<file path="config.mk">
export PLATFORM = sky130hd
export DESIGN_NAME = regfile_cmd_sequencer
export DESIGN_NICKNAME = d
export VERILOG_FILES = /design/src/rtl/regfile_seq_pkg.sv /design/src/rtl/regfile_cmd_sequencer_alu.sv /design/src/rtl/regfile_cmd_sequencer.sv
export SDC_FILE = /design/constraint.sdc
export NUM_CORES = 1
export LEC_CHECK = 0
export ABC_AREA = 1
export BUFFER_PORTS_ARGS = -buffer_cell sky130_fd_sc_hd__buf_2
export CAP_MARGIN = 40
export CORE_ASPECT_RATIO = 1.1
export CORE_MARGIN = 1.5
export CORE_UTILIZATION = 50
export DETAILED_ROUTE_END_ITERATION = 7
export GPL_ROUTABILITY_DRIVEN = 0
export PLACE_DENSITY = 0.7
export SLEW_MARGIN = 20
export SYNTH_ARGS = -nofsm -noshare
export SYNTH_HDL_FRONTEND = slang
export SYNTH_SLANG_ARGS = --single-unit
export TNS_END_PERCENT = 50
</file>
<file path="constraint.sdc">
create_clock -name clk -period 5.3 [get_ports clk]
set_clock_uncertainty 0.05 [all_clocks]
set_input_delay 0.795 -clock clk [delete_from_list [all_inputs] [get_ports clk]]
set_output_delay 0.795 -clock clk [all_outputs]
set_load 0.02 [all_outputs]
</file>
<file path="src/rtl/regfile_seq_pkg.sv">
// Shared types and defaults for the register-file command sequencer.
// Opcodes 0-5 are ALU ops, 6 is the block copy and 7 is reserved as illegal.
package regfile_seq_pkg;

  localparam int DATA_WIDTH = 32;
  localparam int ADDR_WIDTH = 5;

  typedef enum logic [2:0] {
    OP_ADD     = 3'd0,
    OP_SUB     = 3'd1,
    OP_AND     = 3'd2,
    OP_OR      = 3'd3,
    OP_XOR     = 3'd4,
    OP_SLT     = 3'd5,
    OP_COPY    = 3'd6,
    OP_ILLEGAL = 3'd7
  } opT;

  typedef enum logic [1:0] {
    ST_IDLE,
    ST_READ,
    ST_WRITE,
    ST_DONE
  } stateT;

endpackage

</file>
<file path="src/rtl/regfile_cmd_sequencer_alu.sv">
// Combinational datapath for the sequencer: op, A, B -> write-back value.
// COPY passes A through unchanged; the illegal opcode yields zero.
module seq_alu
  import regfile_seq_pkg::*;
#(
  parameter int DATA_WIDTH = regfile_seq_pkg::DATA_WIDTH
) (
  input  logic [2:0]            op,
  input  logic [DATA_WIDTH-1:0] a,
  input  logic [DATA_WIDTH-1:0] b,
  output logic [DATA_WIDTH-1:0] result
);

  always_comb begin
    result = '0;
    case (opT'(op))
      OP_ADD:  result = a + b;
      OP_SUB:  result = a - b;
      OP_AND:  result = a & b;
      OP_OR:   result = a | b;
      OP_XOR:  result = a ^ b;
      OP_SLT:  result = {{(DATA_WIDTH-1){1'b0}}, ($signed(a) < $signed(b))};
      OP_COPY: result = a;
      default: result = '0;
    endcase
  end

endmodule

</file>
<file path="src/rtl/regfile_cmd_sequencer.sv">
// Register-file bus initiator: accepts commands, reads operands, writes results.
// ALU ops take one READ/WRITE pair; COPY repeats the pair once per element.
module regfile_cmd_sequencer
  import regfile_seq_pkg::*;
#(
  parameter int DATA_WIDTH = regfile_seq_pkg::DATA_WIDTH,
  parameter int ADDR_WIDTH = regfile_seq_pkg::ADDR_WIDTH
) (
  input  logic                  clk,
  input  logic                  rst,
  input  logic                  cmd_valid,
  output logic                  cmd_ready,
  input  logic [2:0]            cmd_op,
  input  logic [ADDR_WIDTH-1:0] cmd_rd,
  input  logic [ADDR_WIDTH-1:0] cmd_rs,
  input  logic [ADDR_WIDTH-1:0] cmd_rt,
  output logic [ADDR_WIDTH-1:0] rf_rd_sel0,
  output logic [ADDR_WIDTH-1:0] rf_rd_sel1,
  input  logic [DATA_WIDTH-1:0] rf_rd_data0,
  input  logic [DATA_WIDTH-1:0] rf_rd_data1,
  output logic [ADDR_WIDTH-1:0] rf_wr_sel,
  output logic                  rf_wr_en,
  output logic [DATA_WIDTH-1:0] rf_wr_data,
  output logic                  done,
  output logic                  err
);

  stateT                 stateReg, stateNext;
  logic [2:0]            opReg;
  logic [ADDR_WIDTH-1:0] rdReg, rsReg, rtReg, idxReg, wrSelReg;
  logic [DATA_WIDTH-1:0] operandAReg, operandBReg, wrDataReg;
  logic [DATA_WIDTH-1:0] aluResult;
  logic [ADDR_WIDTH-1:0] wrSelCalc, idxInc;
  logic                  accept;

  seq_alu #(.DATA_WIDTH(DATA_WIDTH)) uAlu (
    .op     (opReg),
    .a      (operandAReg),
    .b      (operandBReg),
    .result (aluResult)
  );

  // For COPY, rtReg holds the element count; reading it on port 1 is harmless.
  assign rf_rd_sel0 = rsReg + idxReg;
  assign rf_rd_sel1 = rtReg;
  assign wrSelCalc  = rdReg + idxReg;
  assign idxInc     = idxReg + 1'b1;
  assign accept     = (stateReg == ST_IDLE) && cmd_valid;

  always_comb begin
    stateNext  = stateReg;
    cmd_ready  = 1'b0;
    rf_wr_en   = 1'b0;
    rf_wr_sel  = wrSelReg;
    rf_wr_data = wrDataReg;
    done       = 1'b0;
    err        = 1'b0;
    case (stateReg)
      ST_IDLE: begin
        cmd_ready = 1'b1;
        if (cmd_valid) begin
          if (cmd_op == OP_ILLEGAL)
            stateNext = ST_DONE;
          else if (cmd_op == OP_COPY && cmd_rt == '0)
            stateNext = ST_DONE;
          else
            stateNext = ST_READ;
        end
      end
      ST_READ: stateNext = ST_WRITE;
      ST_WRITE: begin
        rf_wr_sel  = wrSelCalc;
        rf_wr_data = aluResult;
        // Register 0 is ground: the slot is still consumed, only the strobe drops.
        rf_wr_en   = (wrSelCalc != '0);
        if (opReg == OP_COPY && idxInc != rtReg)
          stateNext = ST_READ;
        else
          stateNext = ST_DONE;
      end
      ST_DONE: begin
        done      = 1'b1;
        err       = (opReg == OP_ILLEGAL);
        stateNext = ST_IDLE;
      end
      default: stateNext = ST_IDLE;
    endcase
  end

  always_ff @(posedge clk or posedge rst) begin
    if (rst) begin
      stateReg    <= ST_IDLE;
      opReg       <= '0;
      rdReg       <= '0;
      rsReg       <= '0;
      rtReg       <= '0;
      idxReg      <= '0;
      wrSelReg    <= '0;
      wrDataReg   <= '0;
      operandAReg <= '0;
      operandBReg <= '0;
    end else begin
      stateReg <= stateNext;
      if (accept) begin
        opReg  <= cmd_op;
        rdReg  <= cmd_rd;
        rsReg  <= cmd_rs;
        rtReg  <= cmd_rt;
        idxReg <= '0;
      end
      if (stateReg == ST_READ) begin
        operandAReg <= rf_rd_data0;
        operandBReg <= rf_rd_data1;
      end
      // Write bus holds its last value once WRITE is left.
      if (stateReg == ST_WRITE) begin
        wrSelReg  <= wrSelCalc;
        wrDataReg <= aluResult;
        if (opReg == OP_COPY)
          idxReg <= idxInc;
      end
    end
  end

endmodule

</file>
# Word-level counts from Yosys, hierarchy flattened
# Cells that the tools add are included.
# word_totals
reg_bits	126
output_inout_bits	51
wordCells	55
# op_classes
add_sub_neg	5
n_lt_le_gt_ge	1
n_eq_ne	14
n_mux	15
bitwise	3
reduce_logical	7
# op_table
op	count
32-bit one-hot mux with 7 select lines	1
32-bit adder	1
32-bit AND	1
32-bit less-than comparator	1
32-bit 2-to-1 mux	1
32-bit bitwise OR	1
32-bit subtractor	1
32-bit bitwise XOR	1
5-bit 2-to-1 mux	4
3-bit equality test (second input constant)	6
5-bit adder	2
2-bit 2-to-1 mux	4
2-bit one-hot mux with 4 select lines	1
3-bit by 2-bit equality test with 1-bit output (second input constant)	2
5-bit by 1-bit adder with 5-bit output (second input constant)	1
5-bit zero test	1
5-bit != test	1
5-bit nonzero test	1
2-bit equality test (second input constant)	2
1-bit 2-to-1 mux	4
3-bit by 1-bit equality test with 1-bit output (second input constant)	1
1-bit logical AND	3
3-bit zero test	1
2-bit by 1-bit equality test with 1-bit output (second input constant)	1
2 further kinds	2

# Logic depth before layout (Yosys ltp)
# depth
depth_word	6
depth_mapped	17

# Modules after synthesis
# From an unflattened synthesis, not the netlist that was laid out.
# hier_totals
cells_unflattened	1918
area_unflattened_um2	11805.1
# by_module_without_submodules
mod	instances	cells_per_inst	area_each_um2	seq_area_each_um2
seq_alu	1	1306	6555.0	0.0
regfile_cmd_sequencer	1	612	5250.0	3153.0

# Least setup slack after synthesis
# OpenSTA, ideal clock, no wires.
# synth_timing
path_kind	register to output
from	reg operandBReg[0]
to	out rf_wr_data[28]
arrival_time_ns	2.001
required_ns	4.455
slack_ns	2.454
path_stages_with_launch	15
path_buffers	0
cell_sequence	dfrtp_1 -> ha_1 -> fa_1 -> nand2_1 -> nand2_1 -> and2_1 -> nand3_1 -> nand3_1 -> nand2_1 -> nand2_1 -> nand2_1 -> nand3_1 -> nand3_1 -> nand2_1 -> nand2_1
# synth_between
elab_chain_len	3
# synth_rtl
element	line	text
from (decl)	regfile_cmd_sequencer.sv:31	logic [DATA_WIDTH-1:0] operandAReg, operandBReg, wrDataReg;
from (signal assigned)	regfile_cmd_sequencer.sv:113	operandBReg <= rf_rd_data1;
32-bit subtractor / 32-bit adder (equally long branches)	regfile_cmd_sequencer_alu.sv:18, regfile_cmd_sequencer_alu.sv:17	
32-bit one-hot mux with 7 select lines *	regfile_cmd_sequencer_alu.sv:16	case (opT'(op))
32-bit 2-to-1 mux *	regfile_cmd_sequencer.sv:58	case (stateReg)
to (decl)	regfile_cmd_sequencer.sv:23	output logic [DATA_WIDTH-1:0] rf_wr_data,
# Mark *: on every way between the ends. The rest lies on a longest branch, timed or not.

# Worst setup path after layout
# layout_timing
from	reg operandAReg[11]
to	out rf_wr_data[29]
# layout_between
elab_chain_len	3
# layout_rtl
element	line	text
from (decl)	regfile_cmd_sequencer.sv:31	
from (signal assigned)	regfile_cmd_sequencer.sv:112	operandAReg <= rf_rd_data0;
32-bit subtractor / 32-bit adder (equally long branches)	regfile_cmd_sequencer_alu.sv:18, regfile_cmd_sequencer_alu.sv:17	
32-bit one-hot mux with 7 select lines *	regfile_cmd_sequencer_alu.sv:16	
32-bit 2-to-1 mux *	regfile_cmd_sequencer.sv:58	
# Marked as above.

==> flow_summary.ini <==
[run_status]
run_status = completed

[worst_setup_path]
critPathRequiredTime_ps = 4450
critPathMostFrequentCell = sky130_fd_sc_hd__nand2_1
worst_ep_arrival_time_ps = 3090
worstSetupEndpoint = rf_wr_data[29]
cp_slowest_stage_delay_ps = 430
reg2reg_depth = 13
r2r_start = operandAReg[13]
reg2reg_slack_ps = 2680
critical_path.cell_chain = inv_1 -> ha_1 -> nand2_1 -> inv_1 -> nand2_1 -> inv_1 -> a21oi_1 -> nand2_1 -> nand2_1 -> nand2_1 -> nand2_1 -> nand3_1 -> nand3_1 -> nand2_1 -> nand2_1 -> buf_2
worstSetupStartpointType = register
slowest_stage_cell_on_the_critical_path = sky130_fd_sc_hd__ha_1
crit_type = reg2out
critPathLaunch = operandAReg[11]
endpoint_kind = output pin
cp.buffers_inverters = 4
crit-reg2reg-capture = wrDataReg[24]
crit_fanout = 8
path_depth = 16
cell_family_contributing_the_most_delay_on_the_critical_path = simple AND/OR/NAND/NOR gates

[clock_network]
cts_made_buffers = 17
cts_tree = built
postCtsSetupRepairBufs = 0
clock_insertion_delay_at_the_later_pin_of_the_skew_report_ps = 440
cts_hold_buffers = 0
clk_pin_slew_ps = 80
cts.htree.levels = 4
cts.sink_count = 126
post_cts_resize_count = 0
ctsLongestPathBuffers = 2
cts.root.buffer_cell = sky130_fd_sc_hd__clkbuf_16

[route]
drt-pass1-iter-count = 7
avgRoutedWirePerCell_um = 15.54
drt_iter0_markers = 1009
detail_route.drc_violations = 0
via_count = 11899
drt_wl_total_um = 34310
postRouteAntennaNets = 0
via_count_normalized_by_instance_count = 5.389

[logic_synthesis]
postSynth.topFlopCell = sky130_fd_sc_hd__dfrtp_1
yosys.area_share.xor_xnor = 0.01487
ys_top_cells_by_count = 541 x sky130_fd_sc_hd__nand2_1, 298 x sky130_fd_sc_hd__inv_1, 171 x sky130_fd_sc_hd__nor2_1, 126 x sky130_fd_sc_hd__dfrtp_1, 125 x sky130_fd_sc_hd__a21oi_1
synth_sequential_area_ratio = 0.2677
flip_flop_and_latch_count_after_synthesis = 126
yosys.area_share.adder = 0.1364
synth_compound_gate_area_share = 0.1197
synth-async-reset-ratio = 1.000
synth.net_count = 2004
post_synth_inst_count = 1793
mux_cell_area_share_after_synthesis = 0.01052
synth_simple_gate_area_share = 0.3162
synth_cell_types = 48
post-synth-top-area-cell = sky130_fd_sc_hd__dfrtp_1
yosysWarnings = 0
synth_top_family_by_area = simple AND/OR/NAND/NOR gates
post_synth_edffs = 0
synth.avg_cell_area_um2 = 6.568
yosys.cell_count.top_type = sky130_fd_sc_hd__nand2_1
cells_taking_the_most_area_after_synthesis = sky130_fd_sc_hd__dfrtp_1 27%, sky130_fd_sc_hd__nand2_1 17%, sky130_fd_sc_hd__ha_1 13%
post_synthesis_instance_area_um2 = 11780
post-synth-top-area-fraction = 0.2677

[finish]
fillerInstances = 2321
multiInputGateArea_um2 = 7047
layout-drive-gt1-share = 0.1242
synthToLayoutAreaGrowth_pct = 11.97
post-route-util = 0.5732
antenna_cells_inserted = 0
nets = 2106
regArea_um2 = 3153

[sta]
finalSetupTns_ps = 0
fin_hold_ws_ps = 265.9
clock.fmax_mhz = 254.0
max-slew-margin-rel = 0.4362
final-setup-viol-count = 0
timing_hold_violations_final = 0
min_period_over_period = 0.7429
final.min_clock_period_ps = 3937
worstMarginPinSlew_ps = 843.7
final-max-slew-violation-count = 0
grt_setup_unrepaired = false
setup_ws_ps = 1363

[global_routing]
number_of_global_route_vias_before_repair = 11355
antenna_found_initial = 0
grt_max_degree = 67
globalRouteTotalUtil = 0.2869
grt_residual_overflow = 0
grt_first_pass_wirelength_um = 55570

[placed_design]
placement.io_buffers = 135
placement.setup.worst_slack_ps = 1930
dp_hpwl_um = 26500

[floorplanning]
chipHeight_um = 164.0
initial_utilization = 0.5119
core_area_um2 = 23000
io_pins = 136
die_w_um = 149.3
fp.dieArea_um2 = 24480
placement_rows = 58

[hold_path]
hold_path.class = in2async

[run]
maxCapViolCount = 0
logic make-up after synthesis:
logic type / count (synthesis)
adders and majority gates: 126
and+or+nand+nor: 896
buffers and inverters: 375
AOI/OAI and AO/OA: 239
DFF: 126
muxes: 11
xor gates and xnor gates: 20
layout by cell type, fill, tap and decap left out, types with 32 or more instances in the layout:
master                    synthesis  layout
sky130_fd_sc_hd__nand2_1        541     540
sky130_fd_sc_hd__inv_1          298     297
sky130_fd_sc_hd__nor2_1         171     171
sky130_fd_sc_hd__buf_2           11     135
sky130_fd_sc_hd__dfrtp_1        126     126
sky130_fd_sc_hd__a21oi_1        125     125
sky130_fd_sc_hd__ha_1           122     122
sky130_fd_sc_hd__nand3_1        121     121
sky130_fd_sc_hd__o22ai_1         33      33
sky130_fd_sc_hd__o21ai_0         32      32
how the worst min path moves through the flow:
stage,startpoint,endpoint,slack [ps]
2_1_floorplan,rsReg[0],rsReg[0],440
3_3_place_gp,wrDataReg[10],wrDataReg[10],410
3_5_place_dp,wrSelReg[1],wrSelReg[1],410
4_1_cts,rst,wrSelReg[3],260
5_1_grt,rst,rdReg[0],290
6_report,rst,rdReg[0],270
per-layer routing:
layer	part of all wire	GRT usage	wire length (um)
met1	0.42	0.3647	14250
met5	0	0	0
met4	0.037	0.1319	1255
met2	0.47	0.4779	16080
met3	0.079	0.04472	2720
through the flow:
stage               instance area (um^2)  instances
finish                             13190       2208
global route                       13190       2208
CTS                                13190       2208
detailed placement                 12570       2176
global placement                   12470       2172
floorplan                          11780       1793
cell type report:
class	count	share of cell area
tap	300	0.02847
multi-input combinational	1292	0.5344
sequential	126	0.2391
inverter	314	0.08957
clock inverter	15	0.01471
timing repair buffer	144	0.06149
clock buffer	17	0.03226
sequential cells by signal, indices dropped and copies added, names as in the netlist:
| name | cells |
|---|---|
| idxReg | 5 |
| opReg | 3 |
| operandAReg | 32 |
| operandBReg | 32 |
| rdReg | 5 |
| rf_rd_sel1 | 5 |
| rsReg | 5 |
| stateReg | 2 |
| wrDataReg | 32 |
| wrSelReg | 5 |
worst register-to-register path: stages, from the launching register on:
cell	delay, ps
sky130_fd_sc_hd__dfrtp_1	390
sky130_fd_sc_hd__inv_1	90
sky130_fd_sc_hd__ha_1	490
sky130_fd_sc_hd__nand2_1	180
sky130_fd_sc_hd__nor2_1	230
sky130_fd_sc_hd__inv_1	60
sky130_fd_sc_hd__o21bai_1	320
sky130_fd_sc_hd__nand2_1	150
sky130_fd_sc_hd__nand3_1	100
sky130_fd_sc_hd__nand2_1	50
sky130_fd_sc_hd__nand3_1	70
sky130_fd_sc_hd__nand3_1	140
sky130_fd_sc_hd__nand2_1	100
sky130_fd_sc_hd__nand2_1	70
Power is not shown: default switching activity piles up to over one toggle a cycle in this logic, so the estimate is an artifact.
